$ cat src/rtl/vx_packet_rr_arbiter.sv
// N-to-1 valid/ready stream arbiter: round-robin between packets, grant held on a
// requester from its first beat until its last beat, optional registered output.
module vx_packet_rr_arbiter #(
  parameter int unsigned NUM_REQS     = 4,
  parameter int unsigned DATAW        = 32,
  parameter int unsigned OUT_REG      = 1,
  parameter int unsigned LOG_NUM_REQS = (NUM_REQS > 1) ? $clog2(NUM_REQS) : 1
) (
  input  logic                      clk,
  input  logic                      reset,
  input  logic [NUM_REQS-1:0]       in_valid,
  input  logic [NUM_REQS*DATAW-1:0] in_data,
  input  logic [NUM_REQS-1:0]       in_last,
  output logic [NUM_REQS-1:0]       in_ready,
  output logic                      out_valid,
  output logic [DATAW-1:0]          out_data,
  output logic                      out_last,
  output logic [LOG_NUM_REQS-1:0]   out_sel,
  input  logic                      out_ready,
  output logic                      locked
);

  localparam logic [0:0] S_IDLE   = 1'b0;
  localparam logic [0:0] S_LOCKED = 1'b1;

  logic [0:0]              state_q, state_d;
  logic [LOG_NUM_REQS-1:0] ptr_q, ptr_d;
  logic [LOG_NUM_REQS-1:0] lock_q, lock_d;

  logic [LOG_NUM_REQS-1:0] grant_idx_c;
  logic                    grant_en_c;
  logic                    grant_valid_c;
  logic                    grant_last_c;
  logic [DATAW-1:0]        grant_data_c;
  logic                    stage_ready_c;
  logic                    xfer_c;

  // Grant selection: locked requester, else first valid one from the pointer upward.
  always_comb begin
    int unsigned idx;
    idx         = 0;
    grant_idx_c = lock_q;
    grant_en_c  = 1'b0;
    if (state_q == S_LOCKED) begin
      grant_en_c = 1'b1;
    end else begin
      for (int unsigned k = 0; k < NUM_REQS; k++) begin
        idx = 32'(ptr_q) + k;
        if (idx >= NUM_REQS) idx = idx - NUM_REQS;
        if (!grant_en_c && in_valid[LOG_NUM_REQS'(idx)]) begin
          grant_en_c  = 1'b1;
          grant_idx_c = LOG_NUM_REQS'(idx);
        end
      end
    end
  end

  // Payload mux of the granted requester.
  always_comb begin
    grant_valid_c = 1'b0;
    grant_last_c  = 1'b0;
    grant_data_c  = '0;
    for (int unsigned i = 0; i < NUM_REQS; i++) begin
      if (grant_idx_c == LOG_NUM_REQS'(i)) begin
        grant_valid_c = grant_en_c && in_valid[i];
        grant_last_c  = in_last[i];
        grant_data_c  = in_data[i*DATAW +: DATAW];
      end
    end
  end

  assign stage_ready_c = (OUT_REG != 0) ? (!out_valid || out_ready) : out_ready;
  assign xfer_c        = grant_valid_c && stage_ready_c;

  // in_ready follows the grant only, never the requester's own valid.
  always_comb begin
    in_ready = '0;
    for (int unsigned i = 0; i < NUM_REQS; i++) begin
      in_ready[i] = grant_en_c && stage_ready_c && (grant_idx_c == LOG_NUM_REQS'(i));
    end
  end

  always_comb begin
    state_d = state_q;
    ptr_d   = ptr_q;
    lock_d  = lock_q;
    case (state_q)
      S_IDLE: begin
        if (xfer_c && !grant_last_c) begin
          state_d = S_LOCKED;
          lock_d  = grant_idx_c;
        end
      end
      S_LOCKED: begin
        if (xfer_c && grant_last_c) state_d = S_IDLE;
      end
      default: state_d = S_IDLE;
    endcase
    // Pointer advances only when a packet completes.
    if (xfer_c && grant_last_c) begin
      ptr_d = (grant_idx_c == LOG_NUM_REQS'(NUM_REQS - 1)) ? '0
                                                           : grant_idx_c + LOG_NUM_REQS'(1);
    end
  end

  always_ff @(posedge clk) begin
    if (reset) begin
      state_q <= S_IDLE;
      ptr_q   <= '0;
      lock_q  <= '0;
    end else begin
      state_q <= state_d;
      ptr_q   <= ptr_d;
      lock_q  <= lock_d;
    end
  end

  assign locked = (state_q == S_LOCKED);

  if (OUT_REG != 0) begin : g_out_reg
    always_ff @(posedge clk) begin
      if (reset) begin
        out_valid <= 1'b0;
        out_data  <= '0;
        out_last  <= 1'b0;
        out_sel   <= '0;
      end else if (xfer_c) begin
        out_valid <= 1'b1;
        out_data  <= grant_data_c;
        out_last  <= grant_last_c;
        out_sel   <= grant_idx_c;
      end else if (out_ready) begin
        out_valid <= 1'b0;
      end
    end
  end else begin : g_out_comb
    assign out_valid = grant_valid_c;
    assign out_data  = grant_data_c;
    assign out_last  = grant_last_c;
    assign out_sel   = grant_idx_c;
  end

endmodule
$ cat config.mk
export PLATFORM = sky130hd
export DESIGN_NAME = vx_packet_rr_arbiter
export DESIGN_NICKNAME = d
export VERILOG_FILES = /design/src/rtl/vx_packet_rr_arbiter.sv
export SDC_FILE = /design/constraint.sdc
export NUM_CORES = 1
export LEC_CHECK = 0
export ABC_AREA = 1
export BUFFER_PORTS_ARGS = -buffer_cell sky130_fd_sc_hd__buf_2
export CAP_MARGIN = 20
export CORE_UTILIZATION = 30
export CTS_CLUSTER_SIZE = 28
export DETAILED_ROUTE_END_ITERATION = 12
export PLACE_DENSITY = 0.69
export SETUP_SLACK_MARGIN = 0.1
export SLEW_MARGIN = 10
export SYNTH_ARGS = -nofsm -noshare
export SYNTH_HDL_FRONTEND = slang
export SYNTH_SLANG_ARGS = --single-unit
$ cat constraint.sdc
create_clock -name clk -period 4.3 [get_ports clk]
set_input_delay 0.645 -clock clk [delete_from_list [all_inputs] [get_ports clk]]
set_output_delay 0.645 -clock clk [all_outputs]
set_load 0.005 [all_outputs]
==> key figures, run 1 <==
STA
  • Worst rel slew slack: between 50% and 60%
  • Final Hold Vio Count: 0
  • Min cycle time layout: roughly 3.8 ns
  • Final worst path period share: approximately 88%
  • RSZ-0062 raised after global routing: no
  • Worst-margin pin slew: just over 0.7 ns
  • Final-report max-slew violation count: 0
  • Maximum clock rate: 264.9 MHz
  • Final Setup Violations: 0
  • Total negative slack: 0 ns
  • Worst clock skew: slightly below 0.004 ns

Worst setup path
  • CP peak stage delay: ~0.57 ns
  • Worst setup SP type: flip-flop
  • Critical path type: reg -> out
  • Crit path top cell by count: nand2_1
  • Worst-path fanout max: 33
  • Data arrival, critical path: roughly 3.1 ns
  • Critical Path Sink Type: primary output
  • Register-to-Register Path Depth: 24
  • Req. time, crit path: between 3 and 4 ns
  • Critical Path, Cell by Cell: inv_2, nand2_1, nand2_1, nand2_1, nand2_2, nor2_4, nand2_2, o21ai_1, inv_1, nand2_1, nand2_1, inv_1, ha_1, buf_4, inv_1, nor2_1, buf_2
  • Cell at the slowest stage of the critical path: dfxtp_1

Global route
  • First-pass GRT wire length: around 16 mm
  • Grt total ovfl: 0
  • Initial antenna violation count: 0
  • Vias in the first global route: between 3k and 4k
  • Total global-route track usage: 20.05%
  • Pin count of the biggest net entering global routing: 45

Logic synthesis
  • Mean Syn Cell Area: between 6 and 7 µm²
  • Cell Area, Synth: just under 3000 µm²
  • Most common cell in the netlist: nand2_1
  • Synthesis warning total: 0
  • Synth area leader: dfxtp_1
  • Sequential area share after synthesis: between 20% and 30%
  • Synth Net Count: approximately 620
  • EDFF count, synth: 0
  • Synth Instances: about 470
  • Synth area leaders: dfxtp_1 28%, nand2_1 24%, a21oi_1 12%, o211ai_1 8.5%, o21ai_0 6.5%
  • Commonest cells in the netlist: 186 x nand2_1, 68 x a21oi_1, 41 x dfxtp_1, 38 x o21ai_0, 33 x o211ai_1
  • Post-synthesis async set-or-reset flop share: 0%
  • Post-synth top area share: ~28%
  • Leading register cell type out of synthesis: dfxtp_1
  • Synth cell types: 29
  • #FFs+latches synth: approximately 40

CTS
  • CTS tree: done
  • Clock Latency Late Sink: between 0.2 and 0.3 ns
  • Postcts setup bufs: 0
  • CTS Root Buffer Type: clkbuf_8
  • CTS clk-pin slew, worst paths: 0.08 ns
  • CTS sink cnt: 41
  • Max Buffers Root-to-Sink: 2
  • TritonCTS buffer count: 5
  • CTS H-tree depth: 2

Routing
  • WL per Instance: approximately 13 µm
  • Starting DRC count in detailed routing: 158
  • Drt pass-1 iters: 4
  • Final WL: between 10 and 15 mm
  • DRC: 0
  • Vias: between 3k and 4k
  • Antenna Nets Post-Route: 0
  • Vias per Instance: 4.898

Worst hold path
  • Hold Crit Class: reg -> reg
  • Worst hold path stage count: 2

Cells and area
  • Antenna cell count: 0
  • Layout cells sized above 1: 34.44%
  • Area Overhead vs Synth: 35.70%
  • Layout net count: just under 800
  • Non-Filler Instances: 762
  • Final Util: between 40% and 50%

Die
  • # rows: 35
  • Die width: ~100 µm
  • Ports: 180
  • Die H: 100.5 µm
  • Starting Density: ~31%
  • Die area: 10090 µm²
  • Core box area: approximately 9300 µm²

Outcome
  • Status: finished clean

Place
  • Port bufs: approximately 180
  • GPL Wtd Cong: 0.8792
  • Placed instance count: approximately 750
  • HPWL Detailed: approximately 7.9 mm

Flow run
  • Max Cap Violations: 0
[cell type report]
cell class / instances / area (µm²)
Timing Repair Buffer: 186 / 948.4
Clock buffer: 7 / 96.34
Tap cell: 129 / 161.4
Fill cell: 1013 / 5380
Multi-Input combinational cell: 371 / 1812
Sequential cell: 41 / 820.8
Clock inverter: 1 / 5.005
Inverter: 27 / 103.9
[cell usage in the layout (no fill, tap or decap), types with 2 or more instances in the layout]
master / netlist / routed
nand2_1: 186 / 186
dfxtp_1: 41 / 41
buf_2: 1 / 179
nor2_1: 7 / 7
buf_4: 7 / 7
a21oi_1: 68 / 68
o211ai_1: 33 / 33
nand3_2: 3 / 3
clkbuf_8: 0 / 7
o21ai_0: 38 / 38
nor2_4: 2 / 2
nor2_2: 2 / 2
inv_1: 23 / 22
nand2_2: 6 / 6
ha_1: 4 / 4
nand3_1: 12 / 12
o21ai_1: 2 / 2
inv_2: 3 / 4
[layer usage]
layer	share of wire [%]	up-vias	GRT usage, %
li1	-	1890	-
met1	42	1686	23.28
met2	50	144	36.72
met3	6.5	12	4.716
met4	1.4	0	5.351
met5	0	-	0
[kinds of logic (layout without fill, tap and decap cells)]
family / after synthesis / count (layout) / share of synthesized area [%]
AO/OA/AOI/OAI: 146 / 146 / 28.77
adder cells (fa/ha/maj): 4 / 4 / 1.720
buffers and inverters: 60 / 221 / 9.505
flip-flops: 41 / 41 / 28.22
AND/OR/NAND/NOR: 221 / 221 / 31.79
[repair_timing]
action | in CTS | in global routing
hold buffers | 0 | 0
endpoints found under the setup margin | 0 | 2
resized for setup | 0 | 1
hold endpoints to repair | 0 | 0
[critical path, delay by kind of cell, from the launching register on]
kind	cells	cell delay [ns]
AO/OA/AOI/OAI	1	0.12
adder cells (fa/ha/maj)	1	0.33
buffers and inverters	6	0.93
flip-flops	1	0.57
AND/OR/NAND/NOR	9	0.89
[state kept, by name, indices dropped and copies added (netlist names), named ones only]
signal and count:
out_sel 2, lock_q 2, out_valid 1, ptr_q 2, out_last 1, out_data 32
[worst paths after layout]
kind | slack (ns) | endpoint | start
min reg2reg | 0.46 | out_data[4] | out_data[4]
min | 0.46 | out_data[4] | out_data[4]
max reg2reg | 0.73 | ptr_q[1] | ptr_q[0]
max | 0.53 | in_ready[1] | ptr_q[0]
[through the flow]
stage                     worst slack [ns]  area, µm²  hold slack, ns
after global placement              0.5754       3845          0.4508
after CTS                           0.5111       3946          0.4649
final                               0.5251       3948          0.4627
after global routing                0.1152       3948          0.4841
after floorplan                      1.154       2909          0.4599
after detailed placement            0.4292       3845          0.4524
Power of run 1 is not shown: default switching activity piles up to over one toggle a cycle in this logic, so the estimate is an artifact.
==> run 2, diff against run 1 <==
==> constraint.sdc (replaced) <==
create_clock -name clk -period 4.3 [get_ports clk]
set_input_delay 0 -clock clk [delete_from_list [all_inputs] [get_ports clk]]
set_output_delay 0 -clock clk [all_outputs]
set_load 0.005 [all_outputs]
==> run 2 against run 1 <==
Against the previous run: die area unchanged; via count up 0.78%; clock skew increased by 0.0037 ns; design area grew 2.9%; utilization increased by 1.2 points; critical path type is now reg -> reg; cell count increased by 1.3%; critical endpoint is now ptr_q[0]; setup slack improved by 0.16 ns; non-clock buffer count increased by 9; count of clock-buffer cells in the layout is the same; critical path depth up 8; maximum frequency rose by 4.3%.
==> key figures, run 2 (synthesis gave the netlist of run 1 again) <==
STA
  • Worst clock skew: 0.007647 ns (+0.003730 ns)
  • Final worst path period share: 84.17% (-3.6 points)
  • Total negative slack: 0 ns (unchanged)
  • Final Hold Vio Count: 0 (unchanged)
  • Final-report max-slew violation count: 0 (unchanged)
  • Worst rel slew slack: 51.36% (-0.56 points)
  • RSZ-0062 raised after global routing: no
  • Hold Worst Slack: 0.004080 ns (-0.4586 ns)
  • Final Setup Violations: 0 (unchanged)
  • Maximum clock rate: 276.3 MHz (+4.3%)
  • Min cycle time layout: 3.619 ns (-0.1556 ns)
  • Worst-margin pin slew: 0.7296 ns (+0.008406 ns)

Routing
  • Final WL: 10.61 mm (+3.7%)
  • WL per Instance: 13.75 µm (+2.4%)
  • Antenna Nets Post-Route: 0 (unchanged)
  • Vias per Instance: 4.872 (-0.53%)
  • Drt pass-1 iters: 4 (unchanged)
  • DRC: 0 (unchanged)
  • Starting DRC count in detailed routing: 120 (-24%)
  • Vias: 3761 (+0.78%)

CTS
  • CTS sink cnt: 41 (unchanged)
  • Max Buffers Root-to-Sink: 2 (unchanged)
  • CTS clk-pin slew, worst paths: 0.09 ns (about the same)
  • CTS tree: done
  • Clock Latency Late Sink: 0.30 ns (+0.02 ns)
  • Postcts setup bufs: 0 (unchanged)
  • TritonCTS buffer count: 5 (unchanged)
  • CTS H-tree depth: 2 (unchanged)
  • CTS Root Buffer Type: clkbuf_8

Worst setup path
  • Worst R2R Start: ptr_q[0]
  • Worst setup SP type: flip-flop
  • Critical path type: reg -> reg
  • Crit-path leading delay family: simple AND/OR/NAND/NOR gates
  • CP peak stage delay: 0.45 ns (-0.12 ns)
  • Worst Path Buf+Inv: 6 (unchanged)
  • Register-to-Register Path Depth: 25 (+4.2%)
  • Data arrival, critical path: 3.87 ns (+0.74 ns)
  • Reg2reg setup slack: 0.68 ns (-0.05 ns)
  • Critical Path Sink Type: flip-flop
  • Worst-path fanout max: 37 (+12%)
  • R2R Path End: ptr_q[0]
  • Crit path top cell by count: nand2_1
  • Cell at the slowest stage of the critical path: dfxtp_2
  • Req. time, crit path: 4.55 ns (+0.90 ns)

Global route
  • Grt total ovfl: 0 (unchanged)
  • Met1 usage: 23.51% (+0.23 points)
  • Initial antenna violation count: 0 (unchanged)
  • Global route hottest layer: met2
  • Met2 GRT Util: 35.62% (-1.1 points)
  • Pin count of the biggest net entering global routing: 38 (-16%)
  • Vias in the first global route: 3623 (+4.6%)
  • Met3 Track Usage GR: 4.022% (-0.69 points)
  • First-pass GRT wire length: 16.30 mm (+1.5%)
  • Total global-route track usage: 20.34% (+0.28 points)

Worst hold path
  • Worst hold path stage count: 3 (+1)
  • Hold path start: in_data[112]
  • Hold Crit Class: in -> reg
  • Hold endpoint: out_data[16]

Die
  • Starting Density: 31.19% (unchanged)
  • Die area: 10090 µm² (unchanged)
  • Core box area: 9328 µm² (unchanged)
  • # rows: 35 (unchanged)
  • Die H: 100.5 µm (unchanged)
  • Die width: 100.5 µm (unchanged)
  • Ports: 180 (unchanged)

Outcome
  • Status: finished clean

Cells and area
  • Commonest non-fill, non-tap cell in the layout: nand2_1
  • Final Util: 43.53% (+1.2 points)
  • Layout net count: 785 (+1.3%)
  • Area Overhead vs Synth: 39.57%
  • Antenna cell count: 0 (unchanged)
  • Most frequent cells in the layout: 186 x nand2_1, 179 x buf_2, 68 x a21oi_1, 40 x dfxtp_1, 38 x o21ai_0
  • Layout cells sized above 1: 34.06% (-0.38 points)
  • Final instance area: 4060 µm² (+2.9%)
  • Largest Register: out_data
  • Largest register FFs: 32 (unchanged)

Place
  • HPWL Detailed: 7.895 mm (+0.56%)
  • Port bufs: 179 (unchanged)
  • GPL Wtd Cong: 0.9175 (+4.4%)
  • DP Area: 3837 µm² (-0.20%)

Flow run
  • Max Cap Violations: 0 (unchanged)
-- run 2: changes by cell type in the layout (fill, tap and decap cells not counted), sizes merged --
| cell | previous run | this run |
|---|---|---|
| buf | 186 | 185 |
| dlygate4sd3 | 0 | 10 |
| clkinv | 1 | 0 |
| nor2 | 12 | 13 |
| inv | 27 | 28 |
-- run 2: final cells by class --
cell class | count | area (µm²)
repair buffers | 195 | 1045
inverters | 27 | 103.9
flip-flops and latches | 41 | 822.0
multi-input cells | 372 | 1823
well taps | 129 | 161.4
clock inverters | 1 | 8.758
clock buffers | 7 | 96.34
fillers | 1001 | 5268
-- run 2: timing repair --
action                                  in CTS  in global routing
hold buffers                                10                  0
endpoints found under the hold margin       10                  0
gates resized for setup                      0                  3
endpoints found under the setup margin       0                 28
-- run 2: per-layer routing --
layer | vias up | part of all wire, %
li1 | 1899 | -
met1 | 1655 | 41
met2 | 180 | 48
met3 | 27 | 7.8
met4 | 0 | 3.3
met5 | - | 0
-- run 2: through the flow --
| stage | setup WS, ns | std cells |
|---|---|---|
| 3_5_place_dp | 0.5417 | 753 |
| 2_1_floorplan | 1.639 | 472 |
| 6_report | 0.6806 | 772 |
| 5_1_grt | 0.2384 | 772 |
| 3_3_place_gp | 0.6878 | 753 |
| 4_1_cts | 0.5177 | 771 |
-- run 2: how the worst max path moves through the flow --
| stage | slack, ns | from | depth (start not counted) | to |
|---|---|---|---|---|
| 6_report | 0.68 | ptr_q[0] | 25 | ptr_q[0] |
| 5_1_grt | 0.24 | ptr_q[0] | 25 | ptr_q[1] |
| 4_1_cts | 0.52 | ptr_q[0] | 23 | out_sel[0] |
| 3_5_place_dp | 0.54 | ptr_q[0] | 23 | out_sel[0] |
| 3_3_place_gp | 0.69 | ptr_q[0] | 23 | out_sel[0] |
| 2_1_floorplan | 1.64 | ptr_q[0] | 25 | lock_q[0] |
-- run 2: worst min-delay path: cells and delay by family --
| kind | cells | cell delay (ns) |
|---|---|---|
| AO/OA/AOI/OAI | 2 | 0.18 |
| buffers and inverters | 1 | 0.09 |
Power of run 2 is left out for the same reason.
==> run 3, diff against run 2 <==
==> constraint.sdc (replaced) <==
create_clock -name clk -period 3.6 [get_ports clk]
set_input_delay 0 -clock clk [delete_from_list [all_inputs] [get_ports clk]]
set_output_delay 0 -clock clk [all_outputs]
set_load 0.005 [all_outputs]
==> run 3 against run 2 <==
Against the previous run: utilization down 0.54 points; sequential share of layout area up 0.32 points; register-to-register slack worse by 0.29 ns; sequential cell count unchanged; largest cell class unchanged; highest routed layer unchanged.
==> key figures, run 3 (synthesis gave the netlist of run 1 again) <==
Worst setup path
  • Worst-path fanout max: 13 (-65%)
  • CP endpoint: lock_q[0]
  • Register-to-Register Path Depth: 25 (unchanged)
  • R2R Path End: lock_q[0]
  • Req. time, crit path: 3.78 ns (-0.77 ns)
  • Reg2reg setup slack: 0.39 ns (-0.29 ns)
  • Worst R2R Start: ptr_q[1]
  • Data arrival, critical path: 3.39 ns (-0.48 ns)
  • Worst setup SP type: flip-flop
  • Critical path type: reg -> reg
  • Critical path origin: ptr_q[1]
  • Critical Path Sink Type: flip-flop

Die
  • Die area: 10090 µm² (unchanged)
  • Ports: 180 (unchanged)
  • Die width: 100.5 µm (unchanged)
  • Starting Density: 31.19% (unchanged)
  • # rows: 35 (unchanged)
  • Core box area: 9328 µm² (unchanged)
  • Die H: 100.5 µm (unchanged)

CTS
  • CTS clk-pin slew, worst paths: 0.08 ns (about the same)
  • CTS tree: done
  • Clock Latency Late Sink: 0.28 ns (-0.02 ns)
  • CTS H-tree depth: 2 (unchanged)
  • CTS Root Buffer Type: clkbuf_8
  • Max Buffers Root-to-Sink: 2 (unchanged)
  • CTS sink cnt: 41 (unchanged)
  • Post-CTS Hold Buffers: 0 (-10)
  • TritonCTS buffer count: 5 (unchanged)

Cells and area
  • Layout net count: 781 (-0.51%)
  • Commonest non-fill, non-tap cell in the layout: nand2_1
  • Layout cells sized above 1: 35.05% (+1.0 points)
  • Register area: 824.5 µm² (+0.30%)
  • Fillers: 1013 (+1.2%)
  • Largest Register: out_data
  • Multi-input gate area: 1812 µm² (-0.62%)
  • Antenna cell count: 0 (unchanged)
  • Largest register FFs: 32 (unchanged)
  • Area Overhead vs Synth: 37.85%
  • Most frequent cells in the layout: 186 x nand2_1, 179 x buf_2, 68 x a21oi_1, 40 x dfxtp_1, 37 x o21ai_0

STA
  • Final Setup Violations: 0 (unchanged)
  • RSZ-0062 raised after global routing: yes
  • Final-report max-slew violation count: 0 (unchanged)
  • Worst clock skew: 0.007351 ns (-0.0002955 ns)
  • Worst-margin pin slew: 0.7087 ns (-0.02083 ns)
  • Final worst path period share: 89.19% (+5.0 points)
  • Worst rel slew slack: 52.75% (+1.4 points)
  • Hold Worst Slack: 0.01014 ns (+0.006056 ns)
  • Total negative slack: 0 ns (unchanged)
  • Min cycle time layout: 3.211 ns (-0.4087 ns)
  • Final Hold Vio Count: 0 (unchanged)
  • Maximum clock rate: 311.5 MHz (+13%)

Global route
  • Grt total ovfl: 0 (unchanged)
  • First-pass GRT wire length: 15.76 mm (-3.3%)
  • Pin count of the biggest net entering global routing: 38 (unchanged)
  • Total global-route track usage: 19.68% (-0.65 points)
  • Initial antenna violation count: 0 (unchanged)
  • Vias in the first global route: 3413 (-5.8%)

Place
  • Port bufs: 179 (unchanged)
  • GPL Wtd Cong: 0.9140 (-0.38%)
  • HPWL Detailed: 8.277 mm (+4.8%)

Worst hold path
  • Hold Crit Class: in -> reg

Routing
  • Vias: 3732 (-0.77%)
  • Starting DRC count in detailed routing: 103 (-14%)
  • Final WL: 10.37 mm (-2.3%)
  • Vias per Instance: 4.859 (-0.25%)
  • DRC: 0 (unchanged)
  • WL per Instance: 13.50 µm (-1.8%)
  • Drt pass-1 iters: 4 (unchanged)
  • Antenna Nets Post-Route: 0 (unchanged)

Flow run
  • Max Cap Violations: 0 (unchanged)

Outcome
  • Status: finished clean
[run 3: cell types whose count changed in the layout (fill, tap and decap cells not counted)]
cell / change
clkinv_2: +1
o21ai_0: -1
dlygate4sd3_1: -10
buf_6: -1
dfxtp_2: -1
clkbuf_8: -1
inv_6: -1
dfxtp_4: +1
bufinv_16: +1
nor2_4: -1
buf_4: +8
clkbuf_1: +1
inv_4: -1
o21ai_1: +1
[run 3: metrics by stage]
step	utilization (%)	instance area, µm²	instances	setup WS (ns)
after global routing	42.99	4010	768	0.07211
after floorplan	-	2909	472	0.9391
after global placement	41.62	3882	759	0.3285
after detailed placement	41.62	3882	759	0.1539
after CTS	42.87	3999	767	0.1293
final	42.99	4010	768	0.3893
[run 3: routing by layer]
| metal | share of wire (%) | global-route usage, % |
|---|---|---|
| met2 | 50 | 36.56 |
| met4 | 2.1 | 6.912 |
| met3 | 6.3 | 3.883 |
| met1 | 42 | 22.26 |
| met5 | 0 | 0 |
[run 3: final cells by class]
cell class,count,share of cell area [%]
clock inverter,1,0.7488
multi-input combinational,371,45.18
clock buffer,7,2.153
sequential,41,20.56
timing repair buffer,192,24.77
inverter,27,2.558
tap,129,4.025
[run 3: worst max-delay path, cell delays in order, from the launching register on]
cell	delay, ns
dfxtp_1	0.46
inv_2	0.11
nand2_1	0.07
nand2_1	0.09
nand2_1	0.09
nand2_2	0.10
nor2_4	0.17
nand3_2	0.11
nand2_1	0.07
inv_1	0.03
nand2_1	0.06
nand2_1	0.08
nand2_1	0.13
inv_1	0.08
ha_1	0.17
inv_1	0.17
nor2_8	0.06
buf_4	0.18
nand2_1	0.06
a21oi_1	0.05
o22ai_1	0.28
nand2_1	0.14
nor2_2	0.14
nand3_1	0.09
nand3_1	0.07
inv_1	0.04
[run 3: worst min path at each step]
stage               depth (start not counted)    startpoint           end
detailed placement                          3   in_data[97]   out_data[1]
global route                                3  in_data[113]  out_data[17]
global placement                            3   in_data[99]   out_data[3]
finish                                      3  in_data[117]  out_data[21]
CTS                                         3   in_data[97]   out_data[1]
floorplan                                   2   in_data[96]   out_data[0]
[run 3: timing repair]
item | 4_1_cts | 5_1_grt
buffers inserted | 0 | 1
endpoints found under the setup margin | 0 | 40
resized for setup | 0 | 3
Power of run 3 is left out for the same reason.
